--- src/rtl/dmem_arbiter.sv ---
// Data-memory arbiter: shares one single-port byte-addressable memory between
// the pipeline MEM stage (port 0) and the loader/debug port (port 1).
// A granted command is registered onto the memory port for exactly one ACCESS
// cycle, and the response is returned one cycle later to the winning port only.
// Misaligned or malformed accesses are granted but never reach the memory.
module dmem_arbiter #(
    parameter int ADDR_W = 6,
    parameter int RR_EN  = 1
) (
    input  logic              clk,
    input  logic              rst,
    // port 0: pipeline MEM stage
    input  logic              i_p0_req,
    input  logic              i_p0_we,
    input  logic [ADDR_W-1:0] i_p0_addr,
    input  logic [2:0]        i_p0_func3,
    input  logic [31:0]       i_p0_wdata,
    output logic              o_p0_gnt,
    output logic              o_p0_rvalid,
    output logic [31:0]       o_p0_rdata,
    output logic              o_p0_err,
    // port 1: loader / debug
    input  logic              i_p1_req,
    input  logic              i_p1_we,
    input  logic [ADDR_W-1:0] i_p1_addr,
    input  logic [2:0]        i_p1_func3,
    input  logic [31:0]       i_p1_wdata,
    output logic              o_p1_gnt,
    output logic              o_p1_rvalid,
    output logic [31:0]       o_p1_rdata,
    output logic              o_p1_err,
    // memory port
    output logic              o_mem_read,
    output logic              o_mem_write,
    output logic [ADDR_W-1:0] o_mem_addr,
    output logic [2:0]        o_mem_func3,
    output logic [31:0]       o_mem_wdata,
    input  logic [31:0]       i_mem_rdata
);

    typedef enum logic {
        S_IDLE   = 1'b0,
        S_ACCESS = 1'b1
    } state_t;

    // Flags a command that must not touch memory: unknown width, store with an
    // unsigned-load width, or a halfword/word that is not naturally aligned.
    function automatic logic f_illegal(input logic we, input logic [1:0] alo,
                                       input logic [2:0] f3);
        logic bad;
        case (f3)
            3'b000:  bad = 1'b0;
            3'b001:  bad = alo[0];
            3'b010:  bad = |alo;
            3'b100:  bad = we;
            3'b101:  bad = we | alo[0];
            default: bad = 1'b1;
        endcase
        return bad;
    endfunction

    // ------------------------------------------------------------------
    // Per-port request bundles, gathered into arrays indexed by port.
    // ------------------------------------------------------------------
    logic [1:0]        w_req;
    logic [1:0]        w_we;
    logic [1:0]        w_illegal;
    logic [ADDR_W-1:0] w_addr  [2];
    logic [2:0]        w_func3 [2];
    logic [31:0]       w_wdata [2];

    assign w_req      = {i_p1_req, i_p0_req};
    assign w_we       = {i_p1_we, i_p0_we};
    assign w_addr[0]  = i_p0_addr;
    assign w_addr[1]  = i_p1_addr;
    assign w_func3[0] = i_p0_func3;
    assign w_func3[1] = i_p1_func3;
    assign w_wdata[0] = i_p0_wdata;
    assign w_wdata[1] = i_p1_wdata;

    genvar gi;
    generate
        for (gi = 0; gi < 2; gi++) begin : g_decode
            assign w_illegal[gi] = f_illegal(w_we[gi], w_addr[gi][1:0], w_func3[gi]);
        end
    endgenerate

    // ------------------------------------------------------------------
    // State
    // ------------------------------------------------------------------
    state_t            r_state;
    state_t            w_state_next;
    logic              r_last;       // winner of the most recent grant
    logic              r_owner;      // port whose command is in flight
    logic              r_acc_err;    // in-flight command was rejected
    logic              r_mem_read;
    logic              r_mem_write;
    logic [ADDR_W-1:0] r_mem_addr;
    logic [2:0]        r_mem_func3;
    logic [31:0]       r_mem_wdata;
    logic [1:0]        r_rvalid;
    logic [31:0]       r_rdata;
    logic              r_err;

    logic              w_grant_any;
    logic              w_winner;

    // State register; an asynchronous reset aborts whatever is in flight.
    always_ff @(posedge clk or posedge rst) begin
        if (rst) begin
            r_state <= S_IDLE;
        end else begin
            r_state <= w_state_next;
        end
    end

    // Next state and arbitration: grants only in IDLE, contest resolved by
    // round-robin (the port that did not win last) or fixed port-0 priority.
    always_comb begin
        w_state_next = r_state;
        w_grant_any  = 1'b0;
        w_winner     = 1'b0;
        case (r_state)
            S_IDLE: begin
                if (|w_req) begin
                    w_grant_any  = 1'b1;
                    w_state_next = S_ACCESS;
                    if (&w_req) begin
                        w_winner = (RR_EN != 0) ? ~r_last : 1'b0;
                    end else begin
                        w_winner = w_req[1];
                    end
                end
            end
            S_ACCESS: begin
                w_state_next = S_IDLE;
            end
            default: begin
                w_state_next = S_IDLE;
            end
        endcase
    end

    // Command capture at grant, one-cycle memory strobe, response capture
    // during ACCESS; read data is zero for stores and rejected commands.
    always_ff @(posedge clk or posedge rst) begin
        if (rst) begin
            r_last      <= 1'b1;
            r_owner     <= 1'b0;
            r_acc_err   <= 1'b0;
            r_mem_read  <= 1'b0;
            r_mem_write <= 1'b0;
            r_mem_addr  <= '0;
            r_mem_func3 <= '0;
            r_mem_wdata <= '0;
            r_rvalid    <= 2'b00;
            r_rdata     <= '0;
            r_err       <= 1'b0;
        end else begin
            r_rvalid    <= 2'b00;
            r_mem_read  <= 1'b0;
            r_mem_write <= 1'b0;
            if (w_grant_any) begin
                r_mem_addr  <= w_addr[w_winner];
                r_mem_func3 <= w_func3[w_winner];
                r_mem_wdata <= w_wdata[w_winner];
                r_mem_read  <= ~w_we[w_winner] & ~w_illegal[w_winner];
                r_mem_write <= w_we[w_winner] & ~w_illegal[w_winner];
                r_acc_err   <= w_illegal[w_winner];
                r_owner     <= w_winner;
                r_last      <= w_winner;
            end
            if (r_state == S_ACCESS) begin
                r_rvalid[r_owner] <= 1'b1;
                r_rdata           <= r_mem_read ? i_mem_rdata : 32'h0;
                r_err             <= r_acc_err;
            end
        end
    end

    // ------------------------------------------------------------------
    // Outputs: response fields are only non-zero on the owning port.
    // ------------------------------------------------------------------
    logic [1:0]  w_gnt;
    logic [1:0]  w_err_out;
    logic [31:0] w_rdata_out [2];

    generate
        for (gi = 0; gi < 2; gi++) begin : g_out
            assign w_gnt[gi]       = w_grant_any & (w_winner == 1'(gi));
            assign w_err_out[gi]   = r_rvalid[gi] & r_err;
            assign w_rdata_out[gi] = r_rvalid[gi] ? r_rdata : 32'h0;
        end
    endgenerate

    assign o_p0_gnt    = w_gnt[0];
    assign o_p1_gnt    = w_gnt[1];
    assign o_p0_rvalid = r_rvalid[0];
    assign o_p1_rvalid = r_rvalid[1];
    assign o_p0_rdata  = w_rdata_out[0];
    assign o_p1_rdata  = w_rdata_out[1];
    assign o_p0_err    = w_err_out[0];
    assign o_p1_err    = w_err_out[1];

    assign o_mem_read  = r_mem_read;
    assign o_mem_write = r_mem_write;
    assign o_mem_addr  = r_mem_addr;
    assign o_mem_func3 = r_mem_func3;
    assign o_mem_wdata = r_mem_wdata;

endmodule

--- config.mk ---
export PLATFORM = sky130hd
export DESIGN_NAME = dmem_arbiter
export DESIGN_NICKNAME = d
export VERILOG_FILES = /design/src/rtl/dmem_arbiter.sv
export SDC_FILE = /design/constraint.sdc
export NUM_CORES = 1
export LEC_CHECK = 0
export ABC_AREA = 1
export ABC_CLOCK_PERIOD_IN_PS = 2700
export BUFFER_PORTS_ARGS = -buffer_cell sky130_fd_sc_hd__buf_2
export CAP_MARGIN = 10
export CORE_MARGIN = 5
export CORE_UTILIZATION = 45
export CTS_BUF_LIST = sky130_fd_sc_hd__clkbuf_2 sky130_fd_sc_hd__clkbuf_4 sky130_fd_sc_hd__clkbuf_8
export DETAILED_ROUTE_END_ITERATION = 6
export PLACE_DENSITY = 0.93
export SETUP_SLACK_MARGIN = 0.02
export SYNTH_ARGS = -nofsm -noshare
export SYNTH_HDL_FRONTEND = slang
export SYNTH_SLANG_ARGS = --single-unit
--- constraint.sdc ---
create_clock -name clk -period 2.7 [get_ports clk]
set_clock_uncertainty 0.15 [all_clocks]
set_input_delay 0 -clock clk [delete_from_list [all_inputs] [get_ports clk]]
set_output_delay 0 -clock clk [all_outputs]
set_load 0.05 [all_outputs]
==> impl_metrics.yaml <==
placed_design:
  place_congestion: 0.819
  portBuffers: 232
  dpl.hpwl_mm: 8.61
  dp_slack_ns: 0.674
  dpl_cell_area_um2: 5230
critical_path:
  worstPathArrival_ns: 2.66
  path_cells: "nand2_1 -> inv_1 -> nor2_8 -> nor2_4 -> nand2_1 -> nand3_1 -> dlygate4sd3_1"
  worstRegToRegCells: 7
  critPathMaxFanout: 23
  critical_path_required_ns: 2.82
  crit_path_top_delay_cell: "dlygate4sd3_1"
  cp-start-kind: "flip-flop"
  r2r_end: "o_mem_addr[0]$_DFFE_PP0P_"
  max_stage_delay_ns: 0.58
  endpoint_kind: "flip-flop"
  crit_path_frequent_cell: "nand2_1"
  critical_path_class: "reg -> reg"
  r2r_slack_ns: 0.16
  regToRegStartpoint: "r_last$_DFFE_PP1P_"
routing:
  dr.pass1.iters: 5
  ant_nets: 0
  via_per_inst: 5.32
  drc: 0
  vias: 5350
  wl_per_cell_um: 17.5
  finalWirelength_mm: 17.5
  drtIter0Drc: 340
floorplan:
  dieArea_um2: 11000
  io-pin-count: 233
  rows: 34
  die_y_um: 105
  start_util: 0.463
  die-width_um: 105
  core_um2: 8720
sta:
  worst_slack_ns: 0.160
  setup-tns-final_ns: 0
  worst_slew_pin_slew_ns: 0.822
  hold_viol: 0
  relSlewSlack: 0.451
  fmax_ghz: 0.394
  slew_violations: 0
  period_share: 0.941
  setup_viol: 0
  layout_min_cycle_time_ns: 2.54
  rsz0062_at_grt: "no"
pwr:
  p_per_area_nw_per_um2: 617
  p_leak_nw: 4.08
  peakVddDrop_v: 0.000442
grt:
  grt_pass1_wl_mm: 27.6
  grt_usage: 0.308
  grt_max_degree: 46
  antenna_found_initial: 1
  grt_pass1_vias: 5516
  overflow: 0
clock_network:
  insertion_delay_ns: 0.33
  post_cts_buffers: 0
  cts_max_level: 3
  cts_buffers: 9
  clk_pin_slew_ns: 0.08
  clockBufferDepth: 2
  cts_sinks: 82
  ctsResizeCount: 0
  cts_root_buf: "clkbuf_8"
  cts_tree: "done"
hold_path:
  hold_path_end: "r_last$_DFFE_PP1P_"
  min_path_cells: 4
  hold_path_class: "in -> reg"
  hp-start: "i_p1_req"
logic_synthesis:
  syn_avg_cell_area_um2: 7.31
  postSynthCellCount: 552
  yosys_warnings: 0
  syn_area_um2: 4040
  yosysTopAreaCellShare: 0.502
  synth_top_cell_by_area: "dfrtp_1"
  synth_seq_area_share: 0.509
  syn-num-nets: 672
  synth.area.top_cells: "dfrtp_1 50%, nand2_1 22%, nand3_1 7.1%"
  synth_cell_types: 20
  ys_ff_latch: 82
finish:
  final_nets: 1012
  area_growth_pct: 64.3
  drive_gt1_frac: 0.294
  stdcell_area_um2: 6630
run:
  cap_viol_max_count: 0
status:
  status: "finished clean"
==> logic make-up (layout without fill, tap and decap cells) <==
| group | after synthesis | in the layout | share of synthesized area |
|---|---|---|---|
| AOI/OAI and AO/OA | 43 | 43 | 0.0567 |
| buffers and inverters | 107 | 450 | 0.111 |
| DFF | 82 | 82 | 0.509 |
| other | 0 | 1 | 0 |
| and+or+nand+nor | 320 | 321 | 0.323 |
==> what timing repair did <==
action	CTS	global route
hold buffers	123	0
endpoints found under the hold margin	122	0
endpoints found under the setup margin	0	18
==> registers in the layout, summed over array words and instances, names as in the netlist, 2 cells and up <==
| register | count |
|---|---|
| o_mem_addr | 6 |
| r_rvalid | 2 |
| o_mem_func3 | 3 |
| r_rdata | 32 |
| o_mem_wdata | 32 |
==> metal layers <==
metal / track usage / part of all wire / up-vias
met2: 0.522 / 0.48 / 459
li1: - / - / 2349
met5: 0 / 0 / -
met3: 0.0869 / 0.11 / 118
met4: 0.184 / 0.064 / 0
met1: 0.345 / 0.35 / 2424
==> worst max-delay path, delay by kind of cell (launching register included) <==
family | cells | cell delay [ns]
AND/OR/NAND/NOR | 5 | 0.96
buffers and inverters | 2 | 0.81
flip-flops | 1 | 0.53
==> layout make-up <==
cell class	count	area, um2
diodes	1	2.50
clock buffers	10	131
clock inverters	5	32.5
fillers	541	2090
inverters	75	290
multi-input cells	364	1550
flip-flops and latches	82	2050
well taps	108	135
repair buffers	360	2440
==> report_power, final <==
part / internal, W / leakage, nW / switching [W] / total, W
clock: 0.000337 / 0.0776 / 0.000451 / 0.000787
combinational: 0.000564 / 2.97 / 0.00118 / 0.00175
sequential: 0.00142 / 1.03 / 0.000141 / 0.00156
total: 0.00232 / 4.08 / 0.00177 / 0.00409
==> placed cells by master, fill, tap and decap left out, drive strengths merged <==
master       count
buf            238
nand2          233
dlygate4sd3    122
dfrtp           81
inv             74
nand3           58
a21oi           40
nor2            30
clkbuf          10
clkinv           3
clkinvlp         3
o21ai            2
diode            1
o211ai           1
dfstp            1
==> through the flow <==
stage / total power (W) / hold slack, ns / cells / utilization
2_1_floorplan: 0.00254 / -0.0301 / 552 / -
3_3_place_gp: 0.00290 / 0.0176 / 866 / 0.600
3_5_place_dp: 0.00292 / 0.0306 / 866 / 0.600
4_1_cts: 0.00398 / 0.00688 / 1004 / 0.760
5_1_grt: 0.00427 / 0.0701 / 1005 / 0.760
6_report: 0.00409 / 0.0366 / 1005 / 0.760
==> worst max path at each step <==
stage | to | depth (start not counted) | from
after global placement | o_mem_func3[1]$_DFFE_PP0P_ | 6 | r_state$_DFF_PP0_
after detailed placement | o_mem_func3[1]$_DFFE_PP0P_ | 6 | r_state$_DFF_PP0_
after global routing | o_mem_addr[1]$_DFFE_PP0P_ | 7 | r_state$_DFF_PP0_
final | o_mem_addr[0]$_DFFE_PP0P_ | 7 | r_last$_DFFE_PP1P_
after CTS | o_mem_read$_DFF_PP0_ | 10 | i_p1_addr[1]
after floorplan | o_mem_addr[0]$_DFFE_PP0P_ | 1 | rst
==> cells in the mapped netlist <==
cell      number
buf_2         11
dfstp_2        1
nand2_1      232
inv_2          1
inv_1         73
buf_4          1
buf_6          3
nor2_1        27
o21ai_4        1
inv_8          1
nor2_8         1
nor2_4         1
dfrtp_1       81
nand3_1       57
o211ai_1       1
a21oi_1       40
nand2_2        1
clkbuf_1      17
nand3_2        1
o21ai_0        1
Note: power is estimated with default switching activity, not from simulation.
